`config.mk`:
```
export PLATFORM = sky130hd
export DESIGN_NAME = control_unit
export DESIGN_NICKNAME = d
export VERILOG_FILES = /design/src/rtl/core_pkg.sv /design/src/rtl/regfile4.sv /design/src/rtl/control_unit.sv
export SDC_FILE = /design/constraint.sdc
export NUM_CORES = 1
export LEC_CHECK = 0
export CAP_MARGIN = 40
export CORE_ASPECT_RATIO = 0.7
export CORE_UTILIZATION = 50
export DETAILED_ROUTE_END_ITERATION = 6
export PLACE_DENSITY = 0.79
export SETUP_SLACK_MARGIN = 0.3
export SLEW_MARGIN = 20
export SYNTH_ARGS = -nofsm -noshare
export SYNTH_HDL_FRONTEND = slang
export SYNTH_SLANG_ARGS = --single-unit
export TNS_END_PERCENT = 1
```
`constraint.sdc`:
```
create_clock -name clk -period 4 [get_ports clk]
set_clock_uncertainty 0.2 [all_clocks]
set_input_delay 0.4 -clock clk [delete_from_list [all_inputs] [get_ports clk]]
set_output_delay 0.4 -clock clk [all_outputs]
set_load 0.005 [all_outputs]
```
`src/rtl/core_pkg.sv`:
```
// Shared definitions for the fetch/decode/sequence stage: ALU function codes,
// instruction class/func encodings, FSM state encoding and the jump condition.
// Optional single-step mode is enabled with CONTROL_UNIT_STEP_EN.
package core_pkg;

    // ALU function codes driven on alu_control
    localparam logic [2:0] ALU_NAND = 3'b000;
    localparam logic [2:0] ALU_AND  = 3'b001;
    localparam logic [2:0] ALU_XOR  = 3'b010;
    localparam logic [2:0] ALU_SHR  = 3'b011;
    localparam logic [2:0] ALU_MOV  = 3'b100;
    localparam logic [2:0] ALU_ADD  = 3'b110;
    localparam logic [2:0] ALU_CMP  = 3'b111;

    // Instruction class field [7:6]
    localparam logic [1:0] CLS_ALU_REG = 2'b00;
    localparam logic [1:0] CLS_ALU_IMM = 2'b01;
    localparam logic [1:0] CLS_JUMP    = 2'b10;
    localparam logic [1:0] CLS_MISC    = 2'b11;

    // Jump func field [5:3]
    localparam logic [2:0] J_JMP = 3'b000;
    localparam logic [2:0] J_JZ  = 3'b001;
    localparam logic [2:0] J_JNZ = 3'b010;
    localparam logic [2:0] J_JC  = 3'b011;
    localparam logic [2:0] J_JNC = 3'b100;

    // Misc func field [5:3]
    localparam logic [2:0] M_NOP  = 3'b000;
    localparam logic [2:0] M_HALT = 3'b001;
    localparam logic [2:0] M_ST   = 3'b010;

    typedef enum logic [2:0] {
        S_FETCH     = 3'd0,
        S_FETCH_IMM = 3'd1,
        S_EXEC      = 3'd2,
        S_WB        = 3'd3,
        S_HALT      = 3'd4
`ifdef CONTROL_UNIT_STEP_EN
        , S_WAIT_STEP = 3'd5
`endif
    } state_e;

    // Branch condition from the flags the ALU currently presents
    function automatic logic jump_taken(input logic [2:0] func,
                                        input logic zf, input logic cf);
        case (func)
            J_JMP:   jump_taken = 1'b1;
            J_JZ:    jump_taken = zf;
            J_JNZ:   jump_taken = ~zf;
            J_JC:    jump_taken = cf;
            J_JNC:   jump_taken = ~cf;
            default: jump_taken = 1'b0;
        endcase
    endfunction

endpackage

```
`src/rtl/regfile4.sv`:
```
// 4x8 register file: one write port, async reads of r0 (accumulator) and r[sel].
module regfile4 #(
    parameter int NREGS = 4
) (
    input  logic       clk,
    input  logic       reset,
    input  logic       we,
    input  logic [1:0] waddr,
    input  logic [7:0] wdata,
    input  logic [1:0] rsel,
    output logic [7:0] r0,
    output logic [7:0] rdata
);

    logic [NREGS-1:0][7:0] regs_q, regs_d;

    // Next-state: single write port
    always_comb begin
        regs_d = regs_q;
        if (we) regs_d[waddr] = wdata;
    end

    // Storage, cleared on reset
    always_ff @(posedge clk) begin
        if (reset) regs_q <= '0;
        else       regs_q <= regs_d;
    end

    assign r0    = regs_q[0];
    assign rdata = regs_q[rsel];

endmodule

```
`src/rtl/control_unit.sv`:
```
// Multi-cycle fetch/decode/sequence stage feeding the 8-bit ALU.
// Fetches over a req/ack byte port, sequences EXEC/WB, resolves jumps on zf/cf.
// CONTROL_UNIT_STEP_EN adds a 'step' input and a WAIT_STEP state after each
// completed instruction.
module control_unit
    import core_pkg::*;
#(
    parameter logic [7:0] RESET_PC = 8'h00,
    parameter int         NREGS    = 4
) (
    input  logic       clk,
    input  logic       reset,
    output logic [7:0] mem_addr,
    output logic       mem_req,
    input  logic       mem_ack,
    input  logic [7:0] mem_data,
    output logic [7:0] alu_a,
    output logic [7:0] alu_b,
    output logic [2:0] alu_control,
    output logic       alu_execute,
    input  logic [7:0] alu_out,
    input  logic       alu_zf,
    input  logic       alu_cf,
`ifdef CONTROL_UNIT_STEP_EN
    input  logic       step,
`endif
    output logic       halted
);

    state_e     state_q, state_d;
    logic [7:0] pc_q, pc_d;
    logic [7:0] ir_q, ir_d;
    logic [7:0] alu_b_q, alu_b_d;
    logic [2:0] alu_ctl_q, alu_ctl_d;
    logic       req_q, req_d;

    logic       rf_we;
    logic [1:0] rf_waddr;
    logic [7:0] rf_wdata;
    logic [1:0] rf_rsel;
    logic [7:0] r0, rsel_data;
    logic       ack_ok;
    state_e     done_state;

    regfile4 #(.NREGS(NREGS)) u_rf (
        .clk   (clk),
        .reset (reset),
        .we    (rf_we),
        .waddr (rf_waddr),
        .wdata (rf_wdata),
        .rsel  (rf_rsel),
        .r0    (r0),
        .rdata (rsel_data)
    );

    // An ack only counts while a request is actually outstanding in a fetch state
    assign ack_ok = req_q & mem_ack &
                    ((state_q == S_FETCH) | (state_q == S_FETCH_IMM));

`ifdef CONTROL_UNIT_STEP_EN
    assign done_state = S_WAIT_STEP;
`else
    assign done_state = S_FETCH;
`endif

    // Next-state, datapath updates and register-file write selection
    always_comb begin
        state_d   = state_q;
        pc_d      = pc_q;
        ir_d      = ir_q;
        alu_b_d   = alu_b_q;
        alu_ctl_d = alu_ctl_q;
        rf_we     = 1'b0;
        rf_waddr  = 2'd0;
        rf_wdata  = r0;
        rf_rsel   = ir_q[1:0];

        case (state_q)
            S_FETCH: begin
                // Decode straight off the bus so r[sel] is captured on the ack
                rf_rsel = mem_data[1:0];
                if (ack_ok) begin
                    ir_d = mem_data;
                    pc_d = pc_q + 8'd1;
                    case (mem_data[7:6])
                        CLS_ALU_REG: begin
                            alu_ctl_d = mem_data[5:3];
                            alu_b_d   = rsel_data;
                            state_d   = S_EXEC;
                        end
                        CLS_ALU_IMM: begin
                            alu_ctl_d = mem_data[5:3];
                            state_d   = S_FETCH_IMM;
                        end
                        CLS_JUMP: state_d = S_FETCH_IMM;
                        default: begin
                            if (mem_data[5:3] == M_HALT) begin
                                state_d = S_HALT;
                            end else begin
                                // ST to r0 would be r0<=r0, so it is skipped
                                if (mem_data[5:3] == M_ST && mem_data[1:0] != 2'd0) begin
                                    rf_we    = 1'b1;
                                    rf_waddr = mem_data[1:0];
                                end
                                state_d = done_state;
                            end
                        end
                    endcase
                end
            end
            S_FETCH_IMM: begin
                if (ack_ok) begin
                    pc_d = pc_q + 8'd1;
                    if (ir_q[7:6] == CLS_ALU_IMM) begin
                        alu_b_d = mem_data;
                        state_d = S_EXEC;
                    end else begin
                        if (jump_taken(ir_q[5:3], alu_zf, alu_cf)) pc_d = mem_data;
                        state_d = done_state;
                    end
                end
            end
            S_EXEC: state_d = S_WB;
            S_WB: begin
                // CMP only updates the ALU flags
                if (alu_ctl_q != ALU_CMP) begin
                    rf_we    = 1'b1;
                    rf_waddr = 2'd0;
                    rf_wdata = alu_out;
                end
                state_d = done_state;
            end
            S_HALT: state_d = S_HALT;
`ifdef CONTROL_UNIT_STEP_EN
            S_WAIT_STEP: if (step) state_d = S_FETCH;
`endif
            default: state_d = S_FETCH;
        endcase
    end

    // Request is registered: it drops the cycle after an accepted ack and
    // rises one cycle after entering (or staying in) a fetch state
    always_comb begin
        req_d = ((state_d == S_FETCH) | (state_d == S_FETCH_IMM)) & ~ack_ok;
    end

    // State and datapath registers with synchronous reset
    always_ff @(posedge clk) begin
        if (reset) begin
            state_q   <= S_FETCH;
            pc_q      <= RESET_PC;
            ir_q      <= 8'h00;
            alu_b_q   <= 8'h00;
            alu_ctl_q <= 3'b000;
            req_q     <= 1'b0;
        end else begin
            state_q   <= state_d;
            pc_q      <= pc_d;
            ir_q      <= ir_d;
            alu_b_q   <= alu_b_d;
            alu_ctl_q <= alu_ctl_d;
            req_q     <= req_d;
        end
    end

    logic unused_ir_bit;
    assign unused_ir_bit = ir_q[2];

    assign mem_addr    = pc_q;
    assign mem_req     = req_q;
    assign alu_a       = r0;
    assign alu_b       = alu_b_q;
    assign alu_control = alu_ctl_q;
    assign alu_execute = (state_q == S_EXEC);
    assign halted      = (state_q == S_HALT);

endmodule

```
Word level (Yosys, flattened, before mapping). Index checks and enable logic that the tools add are counted.

Input bits: 21. Word-level logic and storage cells: 95. Register bits after elaboration: 63. Output and inout bits: 30.

$add $sub $neg: 1. Bitwise operators: 8. Muxes and demuxes: 39. Reduce and logical (&&, ||, !) cells: 15. Equality and inequality tests: 19. Order comparisons: 3.

Operators with widths (count): $mux 8 (12); $bwmux 32 (1); $pmux 8 s2 (2); $bmux 8 s2 (1); $demux 8 s2 (1); $eq 3x2->1 const B (5); $mux 2 (7); $eq 3x1->1 const B (4); $pmux 3 s4 (1); $logic_not 3->1 (3); $mux 3 (3); $add 8x1->8 const B (1); $mux 1 (8); $eq 3x3->1 const B (2); $lt 2x3->1 const B (2); $pmux 3 s2 (1); $reduce_and 3->1 (2); $pmux 1 s5 (1); $reduce_and 5->1 (1); $eq 2x1->1 const B (2); $ne 2x1->1 const B (2); $ne 2x2->1 const B (2); $reduce_bool 2->1 (2); $reduce_or 2->1 (2); 11 further kinds (17).

Depth between registers and ports, before layout.
Depth after elaboration: 12. Mapped depth: 8. Mapped depth without buffers: 6.

By module. Synthesis repeated with hierarchy kept, for this count alone.

Cell total of the unflattened synthesis: 326. Area, all modules: 3320.7 sq um.

By module, submodules not included: control_unit (cells an instance 190, instances 1, area an instance 1774.2 sq um, seq. area each 600.6 sq um); regfile4 (cells an instance 136, instances 1, area an instance 1546.5 sq um, seq. area each 640.6 sq um).

Worst setup path after synthesis. No wires, ideal clock.

Path type: reg2reg. Start point: reg state_q[0]. End point: reg alu_b_q[6] (netlist: alu_b[6]). Stages on the path, launching flop included: 7. Setup time: 0.137 ns. Period minus slack after synthesis: 2.182 ns. Path slack: 1.818 ns. Required time: 3.663 ns. Arrival time: 1.845 ns. Path buffers: 1. Cell sequence: dfxtp_1 -> nor3_4 -> mux2i_1 -> buf_6 -> mux2_4 -> a222oi_1 -> a211oi_1.

Longest elaborated chain between the ends: 7. Elaborated cells between the ends (all ways): 16. Those cells by class: eq/ne (5); mux (6); bitwise (2); reduce/logical (3).

Ends and longest elaborated chain: start, declared (line control_unit.sv:30) `state_e state_q, state_d;`; start signal, assigned (line control_unit.sv:157) `state_q <= state_d;`; $logic_not 3->1 (line control_unit.sv:58, control_unit.sv:78); $mux 2 (line control_unit.sv:78) `case (state_q)`; $bmux 8 s2 (line regfile4.sv:30) `assign rdata = regs_q[rsel];`; $mux 8 (not written as such) (line regfile4.sv:30); $mux 8 (line control_unit.sv:85) `case (mem_data[7:6])`; $mux 8 (line control_unit.sv:82) `if (ack_ok) begin`; $pmux 8 s2 (line control_unit.sv:78); end signal, assigned (line control_unit.sv:160) `alu_b_q <= alu_b_d;`; end, declared (line control_unit.sv:33) `logic [7:0] alu_b_q, alu_b_d;`.

Parallel ways exist; a longest one is shown, timed or not. The select of a mux whose other input is x is not followed. A chain may end at the register's enable or synchronous reset.

Worst setup path in the final report.
Start point: reg state_q[1]. End point: out alu_execute.

Longest elaborated chain between the ends: 1.

Ends and longest elaborated chain: $eq 3x2->1 (line control_unit.sv:174) `assign alu_execute = (state_q == S_EXEC);`; end, declared (line control_unit.sv:20) `output logic alu_execute,`.

Every way passes these cells.

==> key figures <==
Yosys
  – Synth area leader: dfxtp_1
  – Yosys warning total: 0
  – Cells after synthesis: roughly 360
  – Ys flop type: dfxtp_1
  – Most frequent cell after synthesis: dfxtp_1
  – Mean Syn Cell Area: between 9 and 10 µm²
  – Sequential fraction of the synthesis area: 0.383
  – Area contributors post-synth: dfxtp_1 (38%), mux2i_1 (7.1%), nor2_1 (4.9%)
  – EDFF count, synth: 0
  – Most instantiated cells after synthesis: dfxtp_1 (62), nor2_1 (42), nand2_1 (41)
  – Count of cell types in the netlist: between 50 and 60
  – Post-synth ARST share: 0
  – Cell Area, Synth: between 3000 and 4000 µm²
  – Yosys reg bits: 62
  – Syn Nets: between 300 and 400
  – Yosys top cell area share: 0.383

Cells and area
  – Diode count: 0
  – Register area: about 1200 µm²
  – Multi-input gate area: approximately 1800 µm²
  – Fraction of layout cells with a size suffix above 1: 0.119
  – Area grow syn2layout: 20.5%
  – Final nets: between 400 and 500
  – Finished Cell Area: a little under 4000 µm²
  – Fillers: between 500 and 600

Critical path
  – Worst path slowest cell: dfxtp_1
  – Max stage delay on crit path: approximately 0.70 ns
  – Setup crit end kind: output port
  – Crit Path Max Fanout: 12
  – Worst Setup Start Kind: register
  – Worst path top cell family by delay: flip-flops
  – Critical path type: reg -> out
  – CP cell instances: nor3b_1 -> clkdlybuf4s50_1
  – Crit path buf inv count: 1
  – CP required: between 3 and 4 ns
  – Critical path data arrival time: a little over 2 ns

Power and ir drop
  – Pleak: between 1 and 1.5 nW
  – VDD IR max: ~0.00020 V
  – Sw Pwr: 0.000363 W
  – Share of power burned in registers: 0.452
  – Comb power frac: 0.128
  – PwrDens: about 370 nW/µm²
  – Pint: 0.00109 W
  – Clock power frac: 0.420
  – Switching share of power: 0.250
  – Pwr Total: approximately 0.0015 W

GRT
  – GRT Util Overall: 0.249
  – Largest net degree at the start of global routing: 40
  – Vias in the first global route: roughly 2700
  – Initial antenna violation count: 0
  – Overflow after GRT: 0
  – Global-route wire length before repair: ~13 mm

Clock tree
  – Post_cts resized: 0
  – Clk sink count: between 60 and 70
  – Clock slew at reported path FFs: 0.07 ns
  – Max Root-Sink Buffers: 2
  – Root buf cell: clkbuf_8
  – Post-CTS repair timing setup buffer count: 0
  – CTS tree: yes
  – H-tree levels: 3
  – Worst-Skew Late Latency: roughly 0.35 ns
  – TritonCTS Buffers: 9
  – CTS Hold Buffers Added: 0

Place
  – PortBufs: 50
  – Placed cell areas: approximately 3700 µm²
  – DP Wirelength: ~5.6 mm
  – GP Congestion: around 0.85

Timing
  – Total negative slack: 0 ns
  – Hold Fails Final Rpt: 0
  – Fin Hold WS: roughly 0.26 ns
  – Post-route clock period utilization: 0.667
  – Fin crit period: 2.67 ns
  – Worst slew pin tran: approximately 0.73 ns
  – Headroom to the max-slew limit: 0.513
  – RSZ-0062 raised after global routing: no
  – Highest Clock Rate: roughly 370 MHz
  – Pins Over Slew Limit: 0
  – # setup viols final: 0

Detailed routing
  – Routed Antenna Nets: 0
  – DRC Markers: 0
  – Initial DRC count: 240
  – Vias: ~2800
  – Vias per inst: about 6
  – DRT Wirelength: 8.15 mm
  – Per-cell routed wire length: 17.2 µm
  – Drt pass-1 iters: 7

Hold path
  – Worst Hold Class: reg -> reg

Floorplanning
  – # rows: 24
  – Die height: slightly below 70 µm
  – CORE AREA: around 6200 µm²
  – Die span in x: between 90 and 100 µm
  – Die area: between 6000 and 7000 µm²
  – Ports: between 50 and 60
  – Initial Util: 0.519

Outcome
  – Status: finished clean

Run
  – Max cap viols: 0
==> path summary, 6_finish.rpt <==
kind	start	to	slack (ns)	depth (start not counted)
setup / recovery	state_q[1]	alu_execute	1.33	2
hold reg to reg	ir_q[7]	ir_q[7]	0.26	2
hold / removal	ir_q[7]	ir_q[7]	0.26	2
setup reg to reg	state_q[1]	alu_b[1]	1.36	6
==> power groups by stage <==
stage                     sequential [W]  combinational [W]  clock (W)
after floorplan                 0.000663           0.000113          0
after global placement          0.000668           0.000174          0
after detailed placement        0.000669           0.000181          0
after CTS                       0.000656           0.000184   0.000613
after global routing            0.000659           0.000200   0.000645
final                           0.000656           0.000187   0.000609
==> cell families after synthesis <==
group,Yosys count,synth area share
fa+ha+maj,6,0.0224
compound gates,79,0.166
buf+inv,34,0.0602
flops,62,0.383
simple gates,130,0.217
mux,45,0.152
==> registers in the layout (all words and copies together), names as in the netlist <==
| name | flops |
|---|---|
| alu_b | 8 |
| state_q | 3 |
| mem_req | 1 |
| mem_addr | 8 |
| alu_control | 3 |
| u_rf.r0 | 8 |
| ir_q | 7 |
| u_rf.regs_q | 24 |
==> layout by cell type (no fill, tap or decap), types with 2 or more instances in the layout <==
| cell | synthesis | final |
|---|---|---|
| a31oi_1 | 4 | 4 |
| ha_1 | 5 | 5 |
| dfxtp_1 | 62 | 62 |
| o21ai_0 | 13 | 13 |
| nor3_4 | 3 | 3 |
| mux2_1 | 6 | 6 |
| nor3_1 | 5 | 5 |
| bufinv_16 | 0 | 2 |
| o22a_1 | 2 | 2 |
| and3_1 | 2 | 2 |
| nand2b_1 | 3 | 3 |
| a2bb2oi_1 | 6 | 6 |
| nor2b_1 | 4 | 4 |
| mux2_4 | 4 | 4 |
| clkbuf_1 | 11 | 2 |
| mux2_2 | 12 | 12 |
| a222oi_1 | 6 | 6 |
| nand3_1 | 7 | 7 |
| nor3b_1 | 5 | 5 |
| a311oi_1 | 3 | 3 |
| a21oi_1 | 24 | 24 |
| nor3b_4 | 2 | 2 |
| nor2_1 | 42 | 42 |
| clkbuf_8 | 0 | 10 |
| and2_1 | 2 | 2 |
| nand2_1 | 41 | 41 |
| nor4_1 | 2 | 2 |
| buf_4 | 8 | 2 |
| a211oi_1 | 13 | 13 |
| mux2i_1 | 23 | 23 |
| clkdlybuf4s50_1 | 0 | 49 |
| a211oi_2 | 2 | 2 |
| clkinv_2 | 0 | 2 |
| inv_1 | 4 | 4 |
==> worst register-to-register path, stage by stage, from the launching register on <==
cell and delay (ns):
dfxtp_1 0.50, nor3_4 0.40, mux2i_1 0.23, buf_4 0.26
mux2_2 0.36, a222oi_1 0.40, a211oi_1 0.15
==> metrics by stage <==
step	utilization	worst slack [ns]	instances
3_3_place_gp	0.586	1.08	455
4_1_cts	0.625	1.37	473
5_1_grt	0.625	1.23	473
3_5_place_dp	0.591	1.07	457
2_1_floorplan	-	1.82	356
6_report	0.625	1.33	473
==> final cells by class <==
type / count / share of cell area
inverters: 4 / 0.00385
clock buffers: 12 / 0.0372
well taps: 78 / 0.0250
repair buffers: 53 / 0.136
flip-flops and latches: 62 / 0.318
multi-input cells: 260 / 0.462
clock inverters: 4 / 0.0179
==> metal layers <==
metal	global-route usage	wire (µm)
met5	0	0
met4	0.0929	93
met2	0.365	3500
met1	0.349	3870
met3	0.0696	693
(Power assumes the default switching activity.)
